<file path="src/rtl/clkmon_multi.sv">
// Purpose: N-channel clock frequency monitor. Counts synchronised tst_clk edges per gate window,
//          range-checks each count, and flags channels that stop toggling.
// Latency: tst edge to counter 3 clk; meas/ok/meas_valid registered one cycle after window close.
// Backpressure: none; status outputs are free-running and meas_valid is a single-cycle strobe.
//
// Ports:
//   clk, rst_n            monitor clock, async active-low reset
//   enable                run the gate; low holds gate/edge/loss counters at zero
//   clr                   clears err_sticky (set in the same cycle wins)
//   tst_clk[N_CH]         monitored clocks, asynchronous to clk
//   cfg_min/cfg_max       per-channel count window, channel i at [i*CNT_W +: CNT_W]
//   meas                  last completed-window edge count per channel (saturating)
//   meas_valid            one-cycle pulse when meas/ok update
//   ok, lost, err_sticky  per-channel in-range, stuck, and latched-failure flags
module clkmon_multi #(
  parameter int N_CH     = 4,
  parameter int CLK_MHZ  = 100,
  parameter int GATE_US  = 10,
  parameter int CNT_W    = 16,
  parameter int LOSS_CYC = 64
) (
  input  logic                   clk,
  input  logic                   rst_n,
  input  logic                   enable,
  input  logic                   clr,
  input  logic [N_CH-1:0]        tst_clk,
  input  logic [N_CH*CNT_W-1:0]  cfg_min,
  input  logic [N_CH*CNT_W-1:0]  cfg_max,
  output logic [N_CH*CNT_W-1:0]  meas,
  output logic                   meas_valid,
  output logic [N_CH-1:0]        ok,
  output logic [N_CH-1:0]        lost,
  output logic [N_CH-1:0]        err_sticky
);

  localparam int GATE_CYC = CLK_MHZ * GATE_US;
  localparam int GW       = (GATE_CYC > 1) ? $clog2(GATE_CYC) : 1;
  localparam int LW       = $clog2(LOSS_CYC + 1);
  localparam logic [CNT_W-1:0] CNT_MAX = '1;

  logic [N_CH-1:0]             s1, s2, s3;
  logic [N_CH-1:0]             tedge;
  logic [GW-1:0]               gcnt;
  logic                        gate_end;
  logic [N_CH-1:0][CNT_W-1:0]  cnt_q;
  logic [N_CH-1:0][CNT_W-1:0]  cnt_sat;
  logic [N_CH-1:0][LW-1:0]     lcnt_q;
  logic [N_CH-1:0]             ok_next;
  logic [N_CH-1:0]             lost_rise;
  logic [N_CH-1:0]             err_set;

  // s1/s2 form the synchroniser; s3 is the delay stage for rising-edge detection.
  always_ff @(posedge clk or negedge rst_n) begin
    if (!rst_n) begin
      s1 <= '0;
      s2 <= '0;
      s3 <= '0;
    end else begin
      s1 <= tst_clk;
      s2 <= s1;
      s3 <= s2;
    end
  end

  assign tedge    = s2 & ~s3;
  assign gate_end = enable && (gcnt == GW'(GATE_CYC - 1));

  always_comb begin
    cnt_sat   = '0;
    lost      = '0;
    ok_next   = '0;
    lost_rise = '0;
    err_set   = '0;
    for (int i = 0; i < N_CH; i++) begin
      // An edge landing in the gate_end cycle is folded into the closing window.
      cnt_sat[i]   = (cnt_q[i] == CNT_MAX) ? CNT_MAX : cnt_q[i] + CNT_W'(tedge[i]);
      lost[i]      = (lcnt_q[i] == LW'(LOSS_CYC));
      ok_next[i]   = (cnt_sat[i] >= cfg_min[i*CNT_W +: CNT_W]) &&
                     (cnt_sat[i] <= cfg_max[i*CNT_W +: CNT_W]) && !lost[i];
      // Loss counter is one step from saturating and no edge arrives to clear it.
      lost_rise[i] = enable && !tedge[i] && (lcnt_q[i] == LW'(LOSS_CYC - 1));
      err_set[i]   = (gate_end && !ok_next[i]) || lost_rise[i];
    end
  end

  always_ff @(posedge clk or negedge rst_n) begin
    if (!rst_n) begin
      gcnt       <= '0;
      cnt_q      <= '0;
      lcnt_q     <= '0;
      meas       <= '0;
      meas_valid <= 1'b0;
      ok         <= '0;
      err_sticky <= '0;
    end else begin
      meas_valid <= gate_end;
      err_sticky <= (clr ? '0 : err_sticky) | err_set;
      if (!enable) begin
        // Disabled: restart cleanly so the next window is a full GATE_CYC long.
        gcnt   <= '0;
        cnt_q  <= '0;
        lcnt_q <= '0;
        ok     <= '0;
      end else begin
        gcnt <= gate_end ? '0 : gcnt + GW'(1);
        for (int i = 0; i < N_CH; i++) begin
          cnt_q[i] <= gate_end ? '0 : cnt_sat[i];
          if (gate_end) begin
            meas[i*CNT_W +: CNT_W] <= cnt_sat[i];
          end
          if (tedge[i]) begin
            lcnt_q[i] <= '0;
          end else if (!lost[i]) begin
            lcnt_q[i] <= lcnt_q[i] + LW'(1);
          end
          // A window close re-evaluates ok; between closes, a lost channel drops ok.
          if (gate_end) begin
            ok[i] <= ok_next[i];
          end else if (lost[i]) begin
            ok[i] <= 1'b0;
          end
        end
      end
    end
  end

endmodule

</file>
<file path="config.mk">
export PLATFORM = sky130hd
export DESIGN_NAME = clkmon_multi
export DESIGN_NICKNAME = d
export VERILOG_FILES = /design/src/rtl/clkmon_multi.sv
export SDC_FILE = /design/constraint.sdc
export NUM_CORES = 1
export LEC_CHECK = 0
export CAP_MARGIN = 20
export CORE_UTILIZATION = 65
export DETAILED_ROUTE_END_ITERATION = 10
export DONT_BUFFER_PORTS = 1
export HOLD_SLACK_MARGIN = 0.12
export PLACE_DENSITY = 0.81
export SYNTH_ARGS = -nofsm -noshare
export SYNTH_HDL_FRONTEND = slang
export SYNTH_SLANG_ARGS = --single-unit
</file>
<file path="constraint.sdc">
create_clock -name clk -period 9.5 [get_ports clk]
set_input_delay 1.9 -clock clk [delete_from_list [all_inputs] [get_ports clk]]
set_output_delay 1.9 -clock clk [all_outputs]
set_load 0.03 [all_outputs]
</file>
* After elaboration in Yosys (flattened, before gate mapping)
Index checks and enable logic that the tools add are counted.
** Storage, ports and cells
- Register bits after elaboration :: 187
- Word-level logic and storage cells :: 128
** Cells by class
- Magnitude comparators :: 8
- Add/sub/neg operators :: 9
- Reductions and logical operators :: 38
- Equal/unequal tests :: 21
- Bitwise logic cells :: 3
- Muxes and demuxes :: 30
** Operators with widths (number)
- two-way mux 16 bit :: 8
- adder 16 x 1 -> 16 bit :: 4
- equality test 16 bit (second input constant) :: 4
- >= comparator 16 bit :: 4
- <= comparator 16 bit :: 4
- two-way mux 64 bit :: 1
- two-way mux 7 bit :: 8
- adder 7 x 1 -> 7 bit (second input constant) :: 4
- equality test 7 x 6 -> 1 bit (second input constant) :: 4
- equality test 7 bit (second input constant) :: 4
- two-way mux 28 bit :: 1
- logical AND 1 bit :: 21
- two-way mux 10 bit :: 2
- logical NOT 1 bit :: 12
- != test 3 x 1 -> 1 bit (second input constant) :: 4
- != test 3 x 2 -> 1 bit (second input constant) :: 4
- adder 10 x 1 -> 10 bit (second input constant) :: 1
- equality test 10 bit (second input constant) :: 1
- two-way mux 1 bit :: 8
- two-way mux 4 bit :: 2
- AND 4 bit :: 1
- logical OR 1 bit :: 4
- inverter 4 bit :: 1
- bitwise OR 4 bit :: 1
- AND reduction 2 bit :: 1

* Logic depth before layout (Yosys ltp)
- Word-level depth :: 11
- Depth in mapped cells :: 14
- Gate-level depth less buffers :: 14

* Worst setup path before layout
No wires, ideal clock.
- Kind :: reg2out
- From :: register lcnt_q[0] in the netlist's numbering
- To :: output lost[0]
- Path buffers :: 0
- Arrival :: 1711 ps
- Setup slack :: 5889 ps
- Data required time :: 7600 ps
- Cell stages (with the launch flop) :: 5
- Cells stage by stage :: dfrtp_1 > inv_1 > ha_1 > or4b_1 > nor3b_2
** On the way
- Cells in the longest elaborated chain, start to end :: 1
** RTL lines
- from (decl) :: line 47 : logic [N_CH-1:0][LW-1:0] lcnt_q;
- from (signal, indexed assignment) :: line 114 : lcnt_q[i] <= lcnt_q[i] + LW'(1);
- equality test 7 bit :: line 77 : lost[i] = (lcnt_q[i] == LW'(LOSS_CYC));
- to (decl) :: line 32 : output logic [N_CH-1:0] lost,
Every way passes these cells.

* Worst setup path in the final report
Ends and elaborated chain as after synthesis.

==> flow_summary.ini <==
[cells_and_area]
multi_input_area_sq_mm = 0.00609
fill_cells = 1355
fin_nets = 1600
area_delta_synth_final_pct = 5.48
layout_common_cells = inv_1 (200), dfrtp_1 (187), nor2_1 (165), ha_1 (145), nand2_1 (108)
regArea_sq_mm = 0.00468
design_area_sq_mm = 0.0124
final_common_cell = inv_1
drive_above_1_share = 0.0436
antennaDiodeCount = 0

[setup_path]
reg2reg_depth = 11
path_max_fanout = 7
r2r-start = cnt_q[38]$_DFF_PN0_
required_ns = 7.60
crit_type = reg -> out
crit_buf_inv = 1
cp_num_cells = 4
endpoint_kind = primary output
cpMaxStageDelayCell = nor3b_2
rrSetupSlack_ns = 5.57
cp.arrival_ns = 2.36
path_cells = inv_1 > ha_1 > or4b_1 > nor3b_2
start_kind = flop
cp_top_family = simple AND/OR/NAND/NOR gates
r2r-end = ok[2]$_DFFE_PN0P_
cp_slowest_stage_delay_ns = 0.82

[synth]
synth_top_area_frac = 0.397
ys.flop_type = dfrtp_1
ys_ff_latch = 187
synthMuxAreaShare = 0.00638
synth_edf_count = 0
synth_top_family_by_area = simple AND/OR/NAND/NOR gates
synth_fa_ha_area_frac = 0.154
synth.distinct_cells = 58
synth_compound_area_frac = 0.0997
seq_area_frac_synth = 0.397
synthTopCellsByArea = dfrtp_1 (40%), ha_1 (15%), inv_1 (6.4%), nor2_1 (5.3%), nand2_1 (3.4%)
async_flop_share = 1.00
synthSimpleGateAreaFrac = 0.202
synthCells = 1333
yosysTopAreaCell = dfrtp_1
syn_area_sq_mm = 0.0118
yosysWarnings = 0
syn_avg_cell_area_sq_um = 8.83
synth_fp_nets = 1614
synthXorXnorAreaFrac = 0.0543

[global_routing]
grt_pass1_vias = 8947
grt_max_degree = 188
grt_util_all_layers = 0.284
grt_pass1_wl_um = 41700
antenna_found_initial = 0
overflow = 0

[placed_design]
portBuffers = 0
dpl_cell_area_sq_mm = 0.0118
dp_hpwl_um = 18700
gp_congestion = 0.866

[floorplan]
core_sq_mm = 0.0175
die_x_um = 137
die_y_um = 137
ioPinCount = 213
dieArea_sq_mm = 0.0187
rows = 48
initial_core_util = 0.674

[pwr]
vdd_drop_max_uv = 134
leakagePower_nw = 6.74
power_density_mw_per_mm2 = 126

[flow_run]
max_cap_violations = 0

[sta]
setup-violations-final = 0
worst_pin_slew_ns = 1.05
drv_slew = 0
tns_ns = 0
hold_viol = 0
relSlewSlack = 0.293
hold_ws_ns = 0.349
period_needed_ns = 4.26
finClkSkew_ns = 0.0124
finalCritPeriodShare = 0.449
max_freq_ghz = 0.235
rsz0062_at_grt = false

[clock_network]
cts_setup_buffers = 0
clockRootBuffer = clkbuf_16
htreeDepth = 4
clk_path_buf_depth = 2
cts_tree = yes
path_clk_slew_ns = 0.07
cts.sinks = 187
clk_latency_ns = 0.43
ctsHoldBuffers = 0
cts_buffers = 17
cts_resized = 0

[outcome]
outcome = complete, no violations

[routing]
drtIter0Drc = 512
drt-vias-per-instance = 5.78
postRouteAntennaNets = 0
first_pass_iters = 5
drc = 0
finalWirelength_um = 25100
avgRoutedWirePerCell_um = 16.2
vias = 8982

[min_path]
min-delay-start = s1[3]$_DFF_PN0_
hold_path_class = reg -> reg
hold_end = s2[3]$_DFF_PN0_
min_delay_path_depth = 0
==> cells by family after synthesis <==
logic type | count (synthesis)
adder cells (fa/ha/maj) | 145
AO/OA/AOI/OAI | 195
multiplexers | 7
buffers and inverters | 239
AND/OR/NAND/NOR | 487
flip-flops | 187
XOR/XNOR | 73
==> power breakdown <==
group,internal [mW],switching [mW]
registers,0.805,0.00714
clock network,0.374,0.293
logic,0.0339,0.0532
==> per-layer routing <==
layer  global-route usage  share of wire  up-vias
li1                     -              -     4466
met1                0.362           0.44     4262
met2                0.489           0.49      230
met3               0.0570          0.054       24
met4               0.0790          0.010        0
met5                    0              0        -
==> registers in the layout, indices dropped and copies added (netlist names) <==
signal,count
cnt_q,64
meas,64
lcnt_q,28
gcnt,10
err_sticky,4
ok,4
s1,4
s2,4
s3,4
meas_valid,1
==> synthesized netlist by cell type, types with 5 or more instances <==
cell      count
nand4_1      44
a31oi_1      13
and3_1       20
nor2_1      165
nand2_1     108
nand3_1      57
xnor2_1      40
and2_1        8
or3_1         7
and4_1       12
nor4_1        7
a21oi_1      55
or4_1         5
o21ai_0      21
xor2_1       33
dfrtp_1     187
buf_2        10
nor3_1       21
buf_6        11
a21o_1       12
clkbuf_1     13
ha_1        145
nor2b_1       8
inv_1       200
o21ai_2       6
o21ai_1      49
==> area by class of cell <==
cell class / instances / share of cell area
Clock buffer: 21 / 0.0371
Multi-Input combinational cell: 907 / 0.490
Sequential cell: 187 / 0.377
Timing Repair Buffer: 5 / 0.00463
Inverter: 201 / 0.0612
Clock inverter: 9 / 0.00736
Tap cell: 225 / 0.0227
==> stage by stage <==
stage | setup WS (ns) | std cells | total power [mW] | utilization
after floorplan | 5.89 | 1333 | 0.893 | -
after global placement | 5.56 | 1524 | 0.908 | 0.677
after detailed placement | 5.51 | 1524 | 0.914 | 0.677
after CTS | 5.22 | 1554 | 1.58 | 0.709
after global routing | 5.16 | 1555 | 1.63 | 0.711
final | 5.24 | 1555 | 1.57 | 0.711
==> worst max path at each step <==
stage                          start              endpoint  slack [ns]
2_1_floorplan  lcnt_q[0]$_DFFE_PN0P_               lost[0]        5.89
3_3_place_gp                  enable  meas[30]$_DFFE_PN0P_        5.56
3_5_place_dp                  enable  meas[30]$_DFFE_PN0P_        5.51
4_1_cts        lcnt_q[0]$_DFFE_PN0P_               lost[0]        5.22
5_1_grt        lcnt_q[0]$_DFFE_PN0P_               lost[0]        5.16
6_report       lcnt_q[0]$_DFFE_PN0P_               lost[0]        5.24
No activity file was read; power rests on OpenSTA's default activity.
